$ cat src/rtl/lut_mux_pkg.sv
// Shared definitions for the loadable truth-table engine: FSM state encoding
// and the size of the flattened table.
package lut_mux_pkg;

    typedef enum logic [1:0] {
        UNCONF = 2'd0,
        LOAD   = 2'd1,
        ARMED  = 2'd2
    } state_e;

    function automatic int tbl_bits(input int in_w, input int out_w);
        return out_w << in_w;
    endfunction

endpackage

$ cat src/rtl/lut_mux_read.sv
// Combinational table read: selects one OUT_W-bit entry of the flat table by index.
module lut_mux_read
    import lut_mux_pkg::*;
#(
    parameter int IN_W  = 3,
    parameter int OUT_W = 2
) (
    input  logic [tbl_bits(IN_W, OUT_W)-1:0] tbl,
    input  logic [IN_W-1:0]                  idx,
    output logic [OUT_W-1:0]                 y
);

    localparam int DEPTH = 1 << IN_W;

    logic [OUT_W-1:0] entry [DEPTH];

    generate
        for (genvar gi = 0; gi < DEPTH; gi++) begin : g_entry
            assign entry[gi] = tbl[gi*OUT_W +: OUT_W];
        end
    endgenerate

    assign y = entry[idx];

endmodule

$ cat src/rtl/lut_mux_engine.sv
// Registered truth-table function generator with a run-time loadable table,
// valid/ready on both sides and a saturating evaluation counter.
module lut_mux_engine
    import lut_mux_pkg::*;
#(
    parameter int                              IN_W     = 3,
    parameter int                              OUT_W    = 2,
    parameter logic [tbl_bits(IN_W, OUT_W)-1:0] TBL_INIT = (tbl_bits(IN_W, OUT_W))'(16'h3796),
    parameter bit                              AUTO_ARM = 1'b1,
    parameter int                              CNT_W    = 16
) (
    input  logic             clk,
    input  logic             rst,
    input  logic             cfg_we,
    input  logic [IN_W-1:0]  cfg_addr,
    input  logic [OUT_W-1:0] cfg_data,
    input  logic             cfg_commit,
    output logic             armed,
    input  logic             in_valid,
    output logic             in_ready,
    input  logic [IN_W-1:0]  in_x,
    output logic             out_valid,
    input  logic             out_ready,
    output logic [OUT_W-1:0] out_y,
    output logic [CNT_W-1:0] eval_cnt
);

    localparam int TBL_W = tbl_bits(IN_W, OUT_W);

    state_e             state_q, state_d;
    logic [TBL_W-1:0]   tbl_q, tbl_d;
    logic               out_valid_q, out_valid_d;
    logic [OUT_W-1:0]   out_y_q, out_y_d;
    logic [CNT_W-1:0]   cnt_q, cnt_d;
    logic [OUT_W-1:0]   rd_y;
    logic               accept;

    // Reads the registered table, so an evaluation never sees a same-cycle write.
    lut_mux_read #(
        .IN_W  (IN_W),
        .OUT_W (OUT_W)
    ) u_read (
        .tbl (tbl_q),
        .idx (in_x),
        .y   (rd_y)
    );

    assign in_ready = (state_q == ARMED) & ~cfg_we & (~out_valid_q | out_ready);
    assign accept   = in_valid & in_ready;

    always_comb begin
        state_d = state_q;
        case (state_q)
            UNCONF:  if (cfg_we)     state_d = LOAD;
            LOAD:    if (cfg_commit) state_d = ARMED;
            ARMED:   if (cfg_we)     state_d = LOAD;
            default:                 state_d = UNCONF;
        endcase
    end

    always_comb begin
        tbl_d = tbl_q;
        if (cfg_we) begin
            tbl_d[int'(cfg_addr)*OUT_W +: OUT_W] = cfg_data;
        end
    end

    // A held result survives leaving ARMED; it only drops once consumed.
    always_comb begin
        out_valid_d = out_valid_q;
        out_y_d     = out_y_q;
        if (accept) begin
            out_valid_d = 1'b1;
            out_y_d     = rd_y;
        end else if (out_ready) begin
            out_valid_d = 1'b0;
        end
    end

    always_comb begin
        cnt_d = cnt_q;
        if (state_q == LOAD && cfg_commit) begin
            cnt_d = '0;
        end else if (accept && cnt_q != {CNT_W{1'b1}}) begin
            cnt_d = cnt_q + 1'b1;
        end
    end

    always_ff @(posedge clk) begin
        if (rst) begin
            state_q     <= AUTO_ARM ? ARMED : UNCONF;
            tbl_q       <= TBL_INIT;
            out_valid_q <= 1'b0;
            out_y_q     <= '0;
            cnt_q       <= '0;
        end else begin
            state_q     <= state_d;
            tbl_q       <= tbl_d;
            out_valid_q <= out_valid_d;
            out_y_q     <= out_y_d;
            cnt_q       <= cnt_d;
        end
    end

    assign armed     = (state_q == ARMED);
    assign out_valid = out_valid_q;
    assign out_y     = out_y_q;
    assign eval_cnt  = cnt_q;

endmodule

$ cat config.mk
export PLATFORM = sky130hd
export DESIGN_NAME = lut_mux_engine
export DESIGN_NICKNAME = d
export VERILOG_FILES = /design/src/rtl/lut_mux_pkg.sv /design/src/rtl/lut_mux_read.sv /design/src/rtl/lut_mux_engine.sv
export SDC_FILE = /design/constraint.sdc
export NUM_CORES = 1
export LEC_CHECK = 0
export CELL_PAD_IN_SITES_DETAIL_PLACEMENT = 0
export CELL_PAD_IN_SITES_GLOBAL_PLACEMENT = 1
export CORE_MARGIN = 1
export CORE_UTILIZATION = 39
export CTS_CLUSTER_DIAMETER = 200
export DETAILED_ROUTE_END_ITERATION = 10
export HOLD_SLACK_MARGIN = 0.1
export PLACE_DENSITY_LB_ADDON = 0.08
export SYNTH_ARGS = -nofsm -noshare
export SYNTH_HDL_FRONTEND = slang
export SYNTH_SLANG_ARGS = --single-unit
$ cat constraint.sdc
create_clock -name clk -period 2.5 [get_ports clk]
set_clock_uncertainty 0.1 [all_clocks]
set_input_delay 0.5 -clock clk [delete_from_list [all_inputs] [get_ports clk]]
set_output_delay 0.5 -clock clk [all_outputs]
set_load 0.05 [all_outputs]
==> results.py, run 1 <==
metrics = {
    "worst_setup_path": {
        "crit_slowest_cell": "clkdlybuf4s50_1",
        "crit_family": "buffers and inverters",
        "arrival_ns": 2.46,
        "end_kind": "register",
        "critical_path_class": "in2reg",
        "cp_cell_sequence": "clkdlybuf4s50_1 -> inv_1 -> ha_1 -> ha_1 -> nand2b_1 -> nor4_1 -> buf_4 -> nor2b_1 -> a211o_1",
        "critical_path_buf_inv_count": 3,
        "worst_ep_required_time_ns": 2.58,
        "r2r_cells": 5,
        "slowest_delay_ns": 0.48,
        "path_depth": 9,
        "start_kind": "input port",
        "cpMostUsedCell": "ha_1",
        "cp_max_fo": 7,
    },
    "global_routing": {
        "grt_first_pass_wirelength_um": 8220,
        "grt.overflow.total": 0,
        "antenna_found_initial": 0,
        "first_global_vias": 1837,
        "grt_max_degree": 23,
        "grtUsageTotal_pct": 20.4,
    },
    "timing": {
        "final-hold-violation-count": 0,
        "fin_crit_sh_pct": 95.0,
        "finalMaxSlewViolations": 0,
        "period_minus_slack_ns": 2.38,
        "setup_violations": 0,
        "relSlewSlack_pct": 66.0,
        "worst_pin_slew_ns": 0.508,
        "fmax_ghz": 0.421,
        "fin_tns_setup_ns": 0,
        "rsz0062_at_grt": "false",
    },
    "worst_hold_path": {
        "min_path_type": "reg2reg",
        "whs_path_depth": 1,
    },
    "cells_and_area": {
        "antennaDiodeCount": 0,
        "drive_above_1_share_pct": 17.6,
        "synthToLayoutAreaGrowth_pct": 33.1,
        "final_util_pct": 54.6,
        "final_net_count": 280,
        "final_area_mm2": 0.00259,
    },
    "placement": {
        "place.gp.congestion": 0.820,
        "post_dp_cell_area_mm2": 0.00248,
        "place_hpwl_um": 3750,
        "io_buffer_count": 34,
    },
    "synth": {
        "synth_area_mm2": 0.00195,
        "async_flop_share_pct": 0,
        "synth_ff_type": "dfxtp_1",
        "synth_seq_area_share_pct": 38.0,
        "ys.warnings.count": 0,
        "synth.distinct_cells": 43,
        "synth_nets": 227,
        "synthCells": 209,
        "synth_area_per_cell_um2": 9.32,
        "synth_edf_count": 0,
        "ys_ff_latch": 37,
    },
    "cts": {
        "cts_buffer_depth": 2,
        "ctsHoldBuffers": 0,
        "ctsHtreeMaxLevel": 2,
        "clock-root-buffer": "clkbuf_8",
        "clock_latency_ns": 0.30,
        "cts_made_buffers": 5,
        "clock_sinks": 37,
        "cts_tree": "built",
        "clk_pin_slew_ns": 0.07,
    },
    "route": {
        "antenna_left": 0,
        "dr.pass1.iters": 4,
        "totalWireLength_um": 5010,
        "drtIter0Drc": 55,
        "drc": 0,
        "routed_via_density": 5.61,
        "vias": 1847,
        "post_drt_wl_per_cell_um": 15.2,
    },
    "power": {
        "ir_worst_vdd_mv": 0.298,
        "finalPower_mw": 1.32,
        "power_leakage_nw": 0.966,
        "powerDensity_mw_per_mm2": 508,
    },
    "floorplan": {
        "die_height_um": 72.7,
        "boundaryPins": 35,
        "dieArea_mm2": 0.00528,
        "fp.coreArea_mm2": 0.00475,
        "start_util_pct": 41.0,
        "rows": 25,
        "die_x_um": 72.7,
    },
    "run": {
        "maxCapViolCount": 0,
    },
    "status": {
        "status": "finished, final reports clean",
    },
}
## cell families (layout without fill, tap and decap cells)
group / count (synthesis) / after routing / share of synthesized area, %
adders and majority gates: 4 / 4 / 2.57
buffers and inverters: 13 / 66 / 3.27
AOI/OAI and AO/OA: 43 / 43 / 14.9
and+or+nand+nor: 98 / 98 / 31.5
muxes: 14 / 14 / 9.76
DFF: 37 / 37 / 38.0
## layout by cell type, fill, tap and decap left out, types with 4 or more instances in the layout
cell type        count
a211o_1              7
a211oi_1             4
a21oi_1             15
and4_1               5
buf_4               19
clkbuf_8             5
clkdlybuf4s50_1     33
dfxtp_1             37
ha_1                 4
inv_1                6
mux2i_1             10
mux4_2               4
nand2_1              9
nand2b_1             4
nand3_1              9
nand4_1              4
nor2_1              17
nor2b_1              9
nor3_1               6
nor4_1               4
o31ai_1              8
or4_1                8
## routing by layer
metal	part of all wire, %	vias up	track usage (%)
met4	2.1	0	9.80
met3	4.0	10	4.97
met1	41	883	21.3
met5	0	-	0
li1	-	905	-
met2	53	49	37.9
## worst register-to-register path, cell delays in order (launching register included)
cell and delay, ns:
dfxtp_1 0.42, ha_1 0.23, and3_2 0.24, nand4_2 0.22, or4_1 0.56, a21oi_1 0.16
## sequential cells by signal, summed over array words and instances (netlist names)
signal and cells:
out_y 2, state_q 2, out_valid 1, eval_cnt 16
tbl_q 16
## power breakdown
part / total, mW / switching [mW] / internal [mW]
logic: 0.192 / 0.0980 / 0.0944
registers: 0.613 / 0.00997 / 0.603
clock network: 0.514 / 0.223 / 0.290
## area by class of cell
| type | count | area (µm²) |
|---|---|---|
| clock buffer | 5 | 68.8 |
| multi-input combinational | 159 | 1150 |
| inverter | 6 | 22.5 |
| sequential | 37 | 741 |
| clock inverter | 2 | 35.0 |
| tap | 67 | 83.8 |
| timing repair buffer | 53 | 493 |
| fill | 447 | 2160 |
## cell usage after synthesis, types with 2 or more instances
cell / n / area [µm²]
a211o_1: 7 / 61.3
a211oi_1: 4 / 30.0
a21oi_1: 15 / 75.1
and3_2: 3 / 22.5
and3b_1: 3 / 26.3
and4_1: 5 / 43.8
and4_2: 3 / 30.0
buf_4: 2 / 15.0
clkbuf_1: 4 / 15.0
dfxtp_1: 37 / 741
ha_1: 4 / 50.1
inv_1: 6 / 22.5
mux2i_1: 10 / 100
mux4_2: 4 / 90.1
nand2_1: 9 / 33.8
nand2b_1: 4 / 25.0
nand3_1: 9 / 45.0
nand4_1: 4 / 25.0
nand4_2: 2 / 25.0
nor2_1: 17 / 63.8
nor2b_1: 9 / 56.3
nor3_1: 6 / 30.0
nor4_1: 4 / 25.0
o21a_1: 2 / 15.0
o21ai_0: 3 / 15.0
o31ai_1: 8 / 60.1
or3_1: 2 / 12.5
or4_1: 8 / 60.1
## timing repair
item	4_1_cts	5_1_grt
setup endpoints to repair	0	1
hold endpoints to repair	0	0
buffers inserted	0	0
gates resized for setup	0	1
## through the flow
stage / hold WS, ns / cells / worst slack, ns
floorplan: 0.330 / 209 / 0.329
global placement: 0.347 / 322 / -0.139
detailed placement: 0.349 / 322 / -0.195
CTS: 0.366 / 329 / 0.117
global route: 0.383 / 329 / 0.0380
finish: 0.366 / 329 / 0.124
## final timing paths
check	startpoint	end	slack [ns]
setup / recovery	cfg_addr[0]	tbl_q[9]$_SDFFE_PP1P_	0.12
hold / removal	tbl_q[1]$_SDFFE_PP1P_	tbl_q[1]$_SDFFE_PP1P_	0.37
setup reg to reg	eval_cnt[0]$_SDFFE_PP0P_	eval_cnt[8]$_SDFFE_PP0P_	0.50
hold reg to reg	tbl_q[1]$_SDFFE_PP1P_	tbl_q[1]$_SDFFE_PP1P_	0.37
No activity file was read; power rests on OpenSTA's default activity.
==> run 2, diff against run 1 <==
--- a/config.mk
+++ b/config.mk
@@ -15,2 +15,3 @@
 export PLACE_DENSITY_LB_ADDON = 0.08
+export SLEW_MARGIN = 0
 export SYNTH_ARGS = -nofsm -noshare
==> constraint.sdc (replaced) <==
create_clock -name clk -period 2.5 [get_ports clk]
set_clock_uncertainty 0.1 [all_clocks]
set_input_delay 0.75 -clock clk [delete_from_list [all_inputs] [get_ports clk]]
set_output_delay 0.75 -clock clk [all_outputs]
set_load 0.05 [all_outputs]
==> run 2 against run 1 <==
Net effect: combinational power is 9.9% higher; via count is 2.4% higher; utilization is 1.9 points higher; non-clock buffer count is 5 higher; clock power is 2% higher; die area stayed put; cell area is 3.5% higher; fmax is 3.4% lower; critical path depth is 8 lower; sequential power hardly changed; worst hold slack better by 0.0019 ns; sequential cell count stayed put; critical path type is now reg2out; largest power group unchanged.
==> results.py, run 2 (synthesis results as in run 1) <==
metrics = {
    "cells_and_area": {
        "synthToLayoutAreaGrowth_pct": 37.8,
        "final_cell_mix": "37 x dfxtp_1, 28 x clkdlybuf4s50_1, 26 x buf_4",
        "seqCellArea_um2": 741,
        "final_net_count": 285,
        "final_common_cell": "dfxtp_1",
        "drive_above_1_share_pct": 23.1,
        "antennaDiodeCount": 0,
        "fill_cells": 443,
        "multiInputGateArea_mm2": 0.00119,
        "fin_cells": 335,
    },
    "power": {
        "comb_power_share_pct": 15.7,
        "power_leakage_nw": 1.02,
        "powerDensity_mw_per_mm2": 502,
        "clkPwrFrac_pct": 38.9,
        "p_sw_uw": 341,
        "finalPower_mw": 1.35,
        "p_seq_share_pct": 45.5,
        "internal-power_mw": 1.01,
        "p_sw_share_pct": 25.3,
        "ir_worst_vdd_mv": 0.276,
    },
    "global_routing": {
        "antenna_found_initial": 0,
        "grtUsageTotal_pct": 21.0,
        "grt.overflow.total": 0,
        "first_global_vias": 1853,
        "grt_first_pass_wirelength_um": 8490,
        "grt_max_degree": 20,
    },
    "worst_setup_path": {
        "cp_cell_sequence": "clkdlybuf4s50_1",
        "crit_family": "buffers and inverters",
        "start_kind": "register",
        "critical_path_buf_inv_count": 1,
        "crit_slowest_cell": "clkdlybuf4s50_1",
        "critical_path_class": "reg2out",
        "cp_max_fo": 7,
        "arrival_ns": 1.61,
        "worst_ep_required_time_ns": 1.65,
        "end_kind": "output pin",
        "slowest_delay_ns": 0.85,
    },
    "floorplan": {
        "die_height_um": 72.7,
        "boundaryPins": 35,
        "dieArea_mm2": 0.00528,
        "start_util_pct": 41.0,
        "rows": 25,
        "die_x_um": 72.7,
        "fp.coreArea_mm2": 0.00475,
    },
    "timing": {
        "fmax_ghz": 0.407,
        "relSlewSlack_pct": 66.7,
        "finalMaxSlewViolations": 0,
        "final-hold-violation-count": 0,
        "fin_crit_sh_pct": 98.4,
        "rsz0062_at_grt": "false",
        "worst_pin_slew_ns": 0.498,
        "setup_violations": 0,
        "period_minus_slack_ns": 2.46,
        "fin_tns_setup_ns": 0,
    },
    "route": {
        "post_drt_wl_per_cell_um": 15.5,
        "totalWireLength_um": 5200,
        "antenna_left": 0,
        "routed_via_density": 5.65,
        "drtIter0Drc": 94,
        "dr.pass1.iters": 5,
        "drc": 0,
        "vias": 1892,
    },
    "cts": {
        "ctsHtreeMaxLevel": 2,
        "clock-root-buffer": "clkbuf_8",
        "clock_latency_ns": 0.28,
        "cts_buffer_depth": 2,
        "clk_pin_slew_ns": 0.08,
        "cts_tree": "built",
        "cts_made_buffers": 5,
        "clock_sinks": 37,
    },
    "status": {
        "status": "finished, final reports clean",
    },
    "placement": {
        "io_buffer_count": 34,
        "place.gp.congestion": 0.797,
        "dpl.cell_count": 324,
        "place_hpwl_um": 3830,
    },
    "run": {
        "maxCapViolCount": 0,
    },
    "worst_hold_path": {
        "min_path_type": "reg2reg",
    },
}
## run 2: repair_timing
action / CTS / global route
pin swaps: 5 / 1
gates resized for setup: 6 / 8
setup endpoints to repair: 9 / 10
buffers inserted: 3 / 0
hold buffers: 0 / 0
## run 2: power groups by stage
stage	Clock (mW)	Sequential (mW)	Combinational (mW)
2_1_floorplan	0	0.637	0.0972
3_3_place_gp	0	0.625	0.186
3_5_place_dp	0	0.626	0.192
4_1_cts	0.537	0.612	0.206
5_1_grt	0.564	0.614	0.225
6_report	0.524	0.612	0.211
## run 2: final cells by class
class	count	share of cell area [%]
clock buffer	5	2.56
inverter	6	0.839
multi-input combinational	159	44.4
timing repair buffer	58	19.7
sequential	37	27.6
tap	67	3.12
clock inverter	3	1.72
## run 2: worst paths after layout
check,cells after the start,startpoint,endpoint,slack (ns)
hold / removal,1,tbl_q[1]$_SDFFE_PP1P_,tbl_q[1]$_SDFFE_PP1P_,0.37
setup / recovery,1,eval_cnt[15]$_SDFFE_PP0P_,eval_cnt[15],0.04
hold reg to reg,1,tbl_q[1]$_SDFFE_PP1P_,tbl_q[1]$_SDFFE_PP1P_,0.37
setup reg to reg,5,eval_cnt[0]$_SDFFE_PP0P_,eval_cnt[6]$_SDFFE_PP0P_,0.55
## run 2: routing by layer
metal	track usage (%)	part of all wire, %	routed length [µm]	vias to the layer above
met2	41.4	55	2870	42
met4	8.71	1.6	85	0
met1	21.6	40	2090	926
met3	3.73	2.9	152	6
li1	-	-	-	918
met5	0	0	0	-
## run 2: per-stage QoR
stage                     instance area [µm²]  hold WS (ns)  setup WS, ns  utilization (%)
after global placement                   2490         0.345        -0.373             52.4
after global routing                     2680         0.396       0.00272             56.4
after CTS                                2660         0.373      0.000547             55.9
after detailed placement                 2490         0.353        -0.472             52.4
after floorplan                          1950         0.330        0.0789                -
final                                    2680         0.368        0.0412             56.4
